===== src/rtl/gfsk_pkg.sv =====
// -----------------------------------------------------------------------------
// gfsk_pkg
// Shared constants for the GFSK transmit path.
//   - FSM state encodings for the packet sequencer
//   - Default preamble and access address
//   - Shaper tap weights {prev, cur, next} and tail length
// -----------------------------------------------------------------------------
package gfsk_pkg;

    // Sequencer states
    localparam logic [2:0] ST_IDLE     = 3'd0;
    localparam logic [2:0] ST_PREAMBLE = 3'd1;
    localparam logic [2:0] ST_ACCESS   = 3'd2;
    localparam logic [2:0] ST_PAYLOAD  = 3'd3;
    localparam logic [2:0] ST_TAIL     = 3'd4;

    localparam logic [7:0]  DEFAULT_PREAMBLE    = 8'hAA;
    localparam logic [31:0] DEFAULT_ACCESS_ADDR = 32'h8E89BED6;

    // Tap weights indexed by window position: [2]=prev, [1]=cur, [0]=next.
    // 2+3+2 = 7 fits the 3-bit code exactly, so the sum never overflows.
    localparam logic [2:0][2:0] SHAPER_WEIGHTS = {3'd2, 3'd3, 3'd2};

    // Zero symbols appended after the last data bit to flush the lookahead
    localparam int unsigned TAIL_BITS = 2;

endpackage


===== src/rtl/gfsk_shaper.sv =====
// -----------------------------------------------------------------------------
// gfsk_shaper
// Three-tap Gaussian-approximating pulse shaper.
//   clock  : clock
//   reset  : synchronous active-high reset (window and code to zero)
//   clear  : restart the window as {0, 0, bit_in}, code forced to 0
//   shift  : shift bit_in into the window as the new 'next' tap
//   bit_in : serializer bit
//   code   : registered frequency code 2*prev + 3*cur + 2*next
// -----------------------------------------------------------------------------
module gfsk_shaper
    import gfsk_pkg::*;
(
    input  logic       clock,
    input  logic       reset,
    input  logic       clear,
    input  logic       shift,
    input  logic       bit_in,
    output logic [2:0] code
);

    // window_reg[2] = prev, [1] = cur, [0] = next
    logic [2:0] window_reg;
    logic [2:0] window_next;
    logic [2:0] code_reg;
    logic [2:0] term [3];
    logic [2:0] code_next;

    assign window_next = {window_reg[1:0], bit_in};

    // The code is computed from the post-shift window so that it updates
    // on the same edge the new bit enters, keeping exactly one symbol of lag.
    genvar gi;
    generate
        for (gi = 0; gi < 3; gi++) begin : g_tap
            assign term[gi] = window_next[gi] ? SHAPER_WEIGHTS[gi] : 3'd0;
        end
    endgenerate

    assign code_next = term[0] + term[1] + term[2];

    always_ff @(posedge clock) begin
        if (reset) begin
            window_reg <= 3'd0;
            code_reg   <= 3'd0;
        end else if (clear) begin
            window_reg <= {2'b00, bit_in};
            code_reg   <= 3'd0;
        end else if (shift) begin
            window_reg <= window_next;
            code_reg   <= code_next;
        end
    end

    assign code = code_reg;

endmodule


===== src/rtl/gfsk_tx_sequencer.sv =====
// -----------------------------------------------------------------------------
// gfsk_tx_sequencer
// Packet-level GFSK transmit controller: preamble, access address, len payload
// bytes (valid/ready stream through a one-entry buffer) and a zero tail, each
// field LSB first, one bit per SYMBOL_CYCLES clocks, shaped by gfsk_shaper.
//   clock, reset       : clock, synchronous active-high reset
//   start, len         : packet request (IDLE only) and payload byte count
//   in_data, in_valid  : payload byte stream
//   in_ready           : buffer empty and more bytes still needed
//   busy, done         : packet in progress / one-cycle end pulse
//   underrun           : sticky, a payload byte was missing at its boundary
//   bit_out, gfsk_out  : unshaped bit, shaped 3-bit frequency code
// -----------------------------------------------------------------------------
module gfsk_tx_sequencer
    import gfsk_pkg::*;
#(
    parameter int unsigned SYMBOL_CYCLES = 10,
    parameter logic [7:0]  PREAMBLE      = DEFAULT_PREAMBLE,
    parameter logic [31:0] ACCESS_ADDR   = DEFAULT_ACCESS_ADDR
) (
    input  logic       clock,
    input  logic       reset,
    input  logic       start,
    input  logic [7:0] len,
    input  logic [7:0] in_data,
    input  logic       in_valid,
    output logic       in_ready,
    output logic       busy,
    output logic       done,
    output logic       underrun,
    output logic       bit_out,
    output logic [2:0] gfsk_out
);

    localparam int SC_W = (SYMBOL_CYCLES > 1) ? $clog2(SYMBOL_CYCLES) : 1;

    logic [2:0]      state_reg, state_next;
    logic [SC_W-1:0] sym_cnt_reg;
    logic [4:0]      bit_idx_reg, bit_idx_next;
    logic [7:0]      byte_cnt_reg, byte_cnt_next;   // payload bytes loaded
    logic [7:0]      fetched_reg;                   // bytes taken from stream
    logic [7:0]      len_reg;
    logic [31:0]     shift_reg, shift_next;
    logic [7:0]      buf_data_reg;
    logic            buf_full_reg;
    logic            bit_out_reg;
    logic            done_reg;
    logic            underrun_reg;

    logic            sym_wrap, boundary, xfer, consume, finish;
    logic [7:0]      payload_byte;
    logic            shaper_clear, shaper_shift, shaper_bit;

    assign busy     = (state_reg != ST_IDLE);
    assign sym_wrap = (sym_cnt_reg == SC_W'(SYMBOL_CYCLES - 1));
    assign boundary = busy && sym_wrap;
    assign in_ready = !buf_full_reg
                      && ((state_reg == ST_ACCESS) || (state_reg == ST_PAYLOAD))
                      && (fetched_reg < len_reg);
    assign xfer     = in_valid && in_ready;

    // A missing byte is replaced by zeros; the caller flags underrun.
    assign payload_byte = buf_full_reg ? buf_data_reg : 8'h00;

    // Field sequencing evaluated for the next bit boundary
    always_comb begin
        state_next    = state_reg;
        bit_idx_next  = bit_idx_reg + 5'd1;
        shift_next    = {1'b0, shift_reg[31:1]};
        byte_cnt_next = byte_cnt_reg;
        consume       = 1'b0;
        finish        = 1'b0;
        case (state_reg)
            ST_PREAMBLE: begin
                if (bit_idx_reg == 5'd7) begin
                    state_next   = ST_ACCESS;
                    bit_idx_next = 5'd0;
                    shift_next   = ACCESS_ADDR;
                end
            end
            ST_ACCESS: begin
                if (bit_idx_reg == 5'd31) begin
                    bit_idx_next = 5'd0;
                    if (len_reg == 8'd0) begin
                        state_next = ST_TAIL;
                        shift_next = 32'd0;
                    end else begin
                        state_next    = ST_PAYLOAD;
                        shift_next    = {24'd0, payload_byte};
                        consume       = 1'b1;
                        byte_cnt_next = 8'd1;
                    end
                end
            end
            ST_PAYLOAD: begin
                if (bit_idx_reg == 5'd7) begin
                    bit_idx_next = 5'd0;
                    if (byte_cnt_reg == len_reg) begin
                        state_next = ST_TAIL;
                        shift_next = 32'd0;
                    end else begin
                        shift_next    = {24'd0, payload_byte};
                        consume       = 1'b1;
                        byte_cnt_next = byte_cnt_reg + 8'd1;
                    end
                end
            end
            ST_TAIL: begin
                if (bit_idx_reg == 5'(TAIL_BITS - 1)) begin
                    state_next   = ST_IDLE;
                    bit_idx_next = 5'd0;
                    shift_next   = 32'd0;
                    finish       = 1'b1;
                end
            end
            default: ;
        endcase
    end

    always_ff @(posedge clock) begin
        if (reset) begin
            state_reg    <= ST_IDLE;
            sym_cnt_reg  <= '0;
            bit_idx_reg  <= 5'd0;
            byte_cnt_reg <= 8'd0;
            fetched_reg  <= 8'd0;
            len_reg      <= 8'd0;
            shift_reg    <= 32'd0;
            buf_data_reg <= 8'd0;
            buf_full_reg <= 1'b0;
            bit_out_reg  <= 1'b0;
            done_reg     <= 1'b0;
            underrun_reg <= 1'b0;
        end else begin
            done_reg <= 1'b0;
            if (xfer) begin
                buf_data_reg <= in_data;
                buf_full_reg <= 1'b1;
                fetched_reg  <= fetched_reg + 8'd1;
            end
            if (!busy) begin
                if (start) begin
                    state_reg    <= ST_PREAMBLE;
                    len_reg      <= len;
                    underrun_reg <= 1'b0;
                    buf_full_reg <= 1'b0;
                    fetched_reg  <= 8'd0;
                    byte_cnt_reg <= 8'd0;
                    bit_idx_reg  <= 5'd0;
                    sym_cnt_reg  <= '0;
                    shift_reg    <= {24'd0, PREAMBLE};
                    bit_out_reg  <= PREAMBLE[0];
                end
            end else begin
                sym_cnt_reg <= sym_wrap ? '0 : sym_cnt_reg + 1'b1;
                if (sym_wrap) begin
                    state_reg    <= state_next;
                    bit_idx_reg  <= bit_idx_next;
                    byte_cnt_reg <= byte_cnt_next;
                    shift_reg    <= shift_next;
                    bit_out_reg  <= shift_next[0];
                    done_reg     <= finish;
                    // xfer cannot coincide with a full buffer, so clearing
                    // here never drops a freshly written byte.
                    if (consume) begin
                        if (buf_full_reg) begin
                            buf_full_reg <= 1'b0;
                        end else begin
                            underrun_reg <= 1'b1;
                        end
                    end
                end
            end
        end
    end

    // Start seeds the window with preamble bit 0; returning to IDLE seeds it
    // with zero so gfsk_out settles to 0.
    assign shaper_clear = (!busy && start) || (boundary && finish);
    assign shaper_shift = boundary && !finish;
    assign shaper_bit   = busy ? shift_next[0] : PREAMBLE[0];

    gfsk_shaper u_shaper (
        .clock  (clock),
        .reset  (reset),
        .clear  (shaper_clear),
        .shift  (shaper_shift),
        .bit_in (shaper_bit),
        .code   (gfsk_out)
    );

    assign done     = done_reg;
    assign underrun = underrun_reg;
    assign bit_out  = bit_out_reg;

endmodule


===== config.mk =====
export PLATFORM = sky130hd
export DESIGN_NAME = gfsk_tx_sequencer
export DESIGN_NICKNAME = d
export VERILOG_FILES = /design/src/rtl/gfsk_pkg.sv /design/src/rtl/gfsk_shaper.sv /design/src/rtl/gfsk_tx_sequencer.sv
export SDC_FILE = /design/constraint.sdc
export NUM_CORES = 1
export LEC_CHECK = 0
export BUFFER_PORTS_ARGS = -buffer_cell sky130_fd_sc_hd__buf_2
export CORE_UTILIZATION = 40
export CTS_CLUSTER_SIZE = 20
export DETAILED_ROUTE_END_ITERATION = 16
export PLACE_DENSITY = 0.62
export SETUP_SLACK_MARGIN = 0.02
export SYNTH_ARGS = -nofsm -noshare
export SYNTH_HDL_FRONTEND = slang
export SYNTH_SLANG_ARGS = --single-unit

===== constraint.sdc =====
create_clock -name clock -period 6.1 [get_ports clock]
set_clock_uncertainty 0.05 [all_clocks]
set_input_delay 0.61 -clock clock [delete_from_list [all_inputs] [get_ports clock]]
set_output_delay 0.61 -clock clock [all_outputs]
set_load 0.01 [all_outputs]

---- Yosys cells after proc, flatten, opt, wreduce, memory -nomap -nowiden ----
Index checks and enable logic that the tools add are counted.
cells by class
  $add $sub $neg .......................... 6
  shift-type cells ........................ 0
  order comparisons ....................... 1
  multiply operators ...................... 0
  equal/unequal tests ..................... 21
  bitwise logic cells ..................... 2
  multiplexer cells ....................... 68
  div/mod/pow operators ................... 0
  reductions and logical operators ........ 24
operator list
  kind                                                                     count
  32-bit 2-to-1 mux                                                        4
  32-bit one-hot mux with 4 select lines                                   1
  8-bit 2-to-1 mux                                                         13
  31-bit 2-to-1 mux                                                        3
  5-bit 2-to-1 mux                                                         6
  3-bit 2-to-1 mux                                                         9
  1-bit 2-to-1 mux                                                         22
  8-bit by 1-bit adder with 8-bit output, second input constant            2
  8-bit one-hot mux with 2 select lines                                    1
  5-bit one-hot mux with 3 select lines                                    1
  4-bit 2-to-1 mux                                                         3
  3-bit inequality test, second input constant                             4
  3-bit one-hot mux with 4 select lines                                    1
  3-bit by 2-bit inequality test with 1-bit output, second input constant  3
  8-bit == test                                                            1
  8-bit zero test                                                          1
  8-bit < comparator                                                       1
  8-bit AND reduction                                                      1
  1-bit logical AND                                                        7
  7-bit AND reduction                                                      1
  3-bit adder                                                              2
  3-bit by 2-bit == test with 1-bit output, second input constant          2
  2-bit 2-to-1 mux                                                         3
  5-bit by 1-bit adder with 5-bit output, second input constant            1
  21 further kinds                                                         29
storage, ports and cells
  logic and storage cells ................. 137
  output and inout bits ................... 8
  bits in latches ......................... 0
  memory bits (read-only) ................. 0
  flip-flop bits (word level) ............. 85
  memory bits (writable) .................. 0
  input bits .............................. 20
  memories ................................ 0

---- Depth between registers and ports, before layout ----
  depth in word-level cells ............... 10
  gate-level depth with buffers ........... 10
  gate-level depth less buffers ........... 10

---- Modules after synthesis ----
From an unflattened synthesis, not the netlist that was laid out.
unflattened totals
  cell total of the unflattened synthesis .. 452
  area, all modules ....................... 3948.8 µm²
modules (own cells, without submodules)
  module             times used  cells an instance  seq. area each (µm²)  area each (µm²)
  gfsk_tx_sequencer  1           438                1581.5                3784.9
  gfsk_shaper        1           14                 80.1                  163.9

---- Least setup slack after synthesis ----
No wires, ideal clock.
  kind .................................... register to register
  from .................................... register bit_idx_reg[0]
  to ...................................... register u_shaper.code_reg[1] (netlist: u_shaper.code[1])
  cell stages (with the launch flop) ...... 11
  setup slack ............................. 3653 ps
  period minus slack after synthesis ...... 2447 ps
  required time ........................... 5918 ps
  buffers on the path ..................... 0
  library setup time ...................... 132 ps
  arrival ................................. 2265 ps
  cell sequence ........................... dfxtp_1 ha_1 and3_1 ha_1 nand4bb_1 nor2_1 o211ai_1 a21oi_1 fa_1 nand2_1 a21oi_1
between the ends
  cells in the longest elaborated chain, start to end .. 7
  elaborated cells between the ends (all ways) .. 19
  classes of those cells .................. 2 x add/sub; 3 x eq/ne; 9 x mux; 5 x reduce/logical
ends and longest elaborated chain
  what                                                              line                      RTL
  start: declaration                                                gfsk_tx_sequencer.sv:39   logic [4:0] bit_idx_reg, bit_idx_next;
  start signal: assignment                                          gfsk_tx_sequencer.sv:158  bit_idx_reg <= bit_idx_next;
  5-bit by 1-bit == test with 1-bit output (tied with other cells)  gfsk_tx_sequencer.sv:109  if (bit_idx_reg == 5'(TAIL_BITS - 1)) begin
  31-bit 2-to-1 mux (tied with other cells)                         gfsk_tx_sequencer.sv:109
  32-bit one-hot mux with 4 select lines (*)                        gfsk_tx_sequencer.sv:73   case (state_reg)
  1-bit 2-to-1 mux (*)                                              gfsk_tx_sequencer.sv:181  assign shaper_bit = busy ? shift_next[0] : PREAMBLE[0];
  via shaper_bit                                                    gfsk_tx_sequencer.sv:52   logic shaper_clear, shaper_shift, shaper_bit;
  2-bit 2-to-1 mux (*)                                              gfsk_shaper.sv:36         assign term[gi] = window_next[gi] ? SHAPER_WEIGHTS[gi] : 3'd0;
  3-bit adder (*) (2 in a row)                                      gfsk_shaper.sv:40         assign code_next = term[0] + term[1] + term[2];
  via u_shaper.code_next[1]                                         gfsk_shaper.sv:27         logic [2:0] code_next;
  end signal: assignment                                            gfsk_shaper.sv:51         code_reg <= code_next;
  end: declaration                                                  gfsk_shaper.sv:25         logic [2:0] code_reg;
The timed path passes the listed nets; every way through them passes the cells marked *.
A chain may end at the register's enable or synchronous reset.

---- Worst setup path in the final report ----
Ends and elaborated chain as after synthesis.

==> run metrics <==
maximum fanout along the worst path=10; Tcrit/Tclk final=48.1%; CTS root buffer=clkbuf_8; CP Launch Type=flop; VDD IR max=0.000127 V; layout cells sized above 1=11.8%; hold path depth=2; switching fraction of total power=30.8%; # DRC=0; Comb pwr share=13.9%; IO Port Bufs=27; Nets=531; slowest cell delay on critical path=550 ps; initial drt markers=191; Post-Layout Inst Area=4470 µm²; First-pass DRT Iterations=4; flops & latches, synth=82; CP bufs+invs=0; Synth cell types=55; H-tree levels=3; RSZ-0062 raised after global routing=false; vias in the first global route=3344; max-cap viol count=0; Post-DP Area=4290 µm²; hpwl dp=6530 µm; Rows=36; via density per instance=5.50; Post-synth EDFFs=0; largest net degree at the start of global routing=58; Mean Syn Cell Area=8.47 µm²; initial antenna violation count=0; n_diodes=0; final worst slack=3170 ps; Worst Tran Pin Value=1260 ps; Post-CTS Setup Bufs=0; hold buffers post-CTS=0; Final min period=2930 ps; Worst-Skew Late Latency=370 ps; CP max stage cell=nor2_1; top_reg_cell synth=dfxtp_1; Syn Inst Count=478; Clock Sinks=82; post-synthesis sequential area ratio=40.5%; final setup vio count=0; critical-path cell list=ha_1, and3_1, ha_1, nand4bb_1, nor2_1, o211ai_1, a21oi_1, fa_1, nand2_1, a21oi_1; core area=9770 µm²; Pwr Density=246 nW/µm²; starting density of the core=41.4%; Worst-path clk slew=90 ps; Mapped Nets=513; worst r2r path cells=10; overall global routing resource usage=19.5%; Vias=3490; Layout area overhead=10.5%; Fmax=341 MHz; leakage=0.00163 µW; worst slew margin relative to its limit=16.0%; CP required=6280 ps; Fin Setup TNS=0 ps; Routed Wire Length=9460 µm; final hold viol count=0; FFs w/ async S/R, synth=0%; crit path DAT=3120 ps; CTS-repair resized insts=0; Slew Viols, Final=0; Levels on crit path=10; WS Path Type=flop to flop; CP top delay family=simple AND/OR/NAND/NOR gates; Reg power frac=51.7%; pre-CTS setup slack=3210 ps; GPL Wtd Cong=0.831; Worst setup EP type=flop; Die Y-Extent=103 µm; Mapped Area=4050 µm²; first-pass GRT wire length=15900 µm; DRT antenna net count=0; P_int=762 µW; CTS Buf Count=9; max FFs per register=31; clock power share=34.4%; die area=10500 µm²; Synth warnings=0; chip width=103 µm; gr ovfl total=0; outcome=finished, final reports clean; CTS tree=done; I/O pin cnt=28; fill count=970; buffer depth of the longest clock path=2; routed len/inst=14.9 µm; HP Class=flop to flop; switching pwr=338 µW
-- layout make-up --
| class | instances | area (µm²) | area share (%) |
|---|---|---|---|
| clock buffers | 10 | 138 | 3.08 |
| clock inverters | 6 | 51.3 | 1.15 |
| inverters | 20 | 75.1 | 1.68 |
| multi-input cells | 352 | 2240 | 50.0 |
| flip-flops and latches | 82 | 1640 | 36.7 |
| well taps | 133 | 166 | 3.72 |
| repair buffers | 31 | 165 | 3.69 |
-- Yosys cell counts, types with 2 or more instances --
master / n / area share [%]
a32oi_1: 2 / 0.43
and3b_1: 2 / 0.43
xor2_1: 8 / 1.7
nor3_1: 2 / 0.25
buf_2: 3 / 0.37
nand3_1: 20 / 2.5
a2111oi_0: 2 / 0.43
dfxtp_1: 82 / 41
nor2b_1: 4 / 0.62
o2bb2ai_1: 6 / 1.3
o211ai_1: 16 / 3.0
or3_1: 2 / 0.31
and2_1: 3 / 0.46
a211oi_1: 12 / 2.2
nand3b_1: 8 / 1.5
a22oi_1: 12 / 2.2
nor4_1: 5 / 0.77
a31oi_1: 4 / 0.62
a21o_1: 3 / 0.56
clkbuf_1: 19 / 1.8
a221oi_1: 3 / 0.65
a41o_1: 2 / 0.49
a2111oi_2: 2 / 0.74
mux2i_1: 20 / 4.9
ha_1: 14 / 4.3
inv_1: 19 / 1.8
o21ai_0: 10 / 1.2
nand2_1: 53 / 4.9
and3_1: 4 / 0.62
nor2_1: 54 / 5.0
a21oi_1: 53 / 6.5
xnor2_1: 3 / 0.65
a31o_2: 2 / 0.43
nand4_1: 3 / 0.46
-- power groups by stage --
stage | combinational, µW | clock, µW | sequential (µW)
after floorplan | 119 | 0 | 571
after global placement | 151 | 0 | 580
after detailed placement | 153 | 0 | 581
after CTS | 154 | 389 | 569
after global routing | 172 | 409 | 571
final | 153 | 378 | 569
-- per-stage QoR --
stage               std cells  util [%]  power (µW)  hold WS [ps]
floorplan                 478         -         690           382
detailed placement        618      43.8         735           388
CTS                       634      45.8        1110           403
finish                    634      45.8        1100           402
global placement          618      43.8         731           381
global route              634      45.8        1150           425
-- worst register-to-register path: stages, from the launching register on --
cell	delay, ps
dfxtp_1	420
ha_1	240
and3_1	170
ha_1	200
nand4bb_1	160
nor2_1	550
o211ai_1	210
a21oi_1	220
fa_1	450
nand2_1	70
a21oi_1	60
-- logic make-up (layout without fill, tap and decap cells) --
group	Yosys count	count (layout)	synth area share [%]
flip-flops	82	82	40.5
XOR/XNOR	11	11	2.38
buffers and inverters	44	67	4.36
multiplexers	20	20	4.94
AND/OR/NAND/NOR	169	169	20.1
AO/OA/AOI/OAI	137	137	22.9
adder cells (fa/ha/maj)	15	15	4.82
-- layer usage --
metal	GRT usage, %	vias to the layer above	routed length [µm]	share of wire, %
li1	-	1772	-	-
met3	3.86	14	347	3.7
met1	24.2	1645	4380	46
met2	33.4	59	4570	48
met4	7.14	0	161	1.7
met5	0	-	0	0
-- final timing paths --
kind / start / slack (ps) / endpoint
max reg2reg: bit_idx_reg[0] / 3170 / u_shaper.code[1]
min: underrun / 400 / underrun
min reg2reg: underrun / 400 / underrun
max: bit_idx_reg[0] / 3170 / u_shaper.code[1]
-- cells in the final DEF (no fill, tap or decap), drive strengths merged, types with 4 or more instances in the layout --
cell type   n
o2bb2ai     6
buf        31
xor2        8
nand2      53
o21ai      10
clkbuf     10
dfxtp      82
a21oi      53
mux2i      20
nor2       54
nor2b       4
a22oi      12
a31oi       4
and2        4
a211oi     12
ha         14
and3        4
nor4        5
nand3      20
inv        20
a2111oi     4
nand3b      8
o211ai     16
No activity file was read; power rests on OpenSTA's default activity.
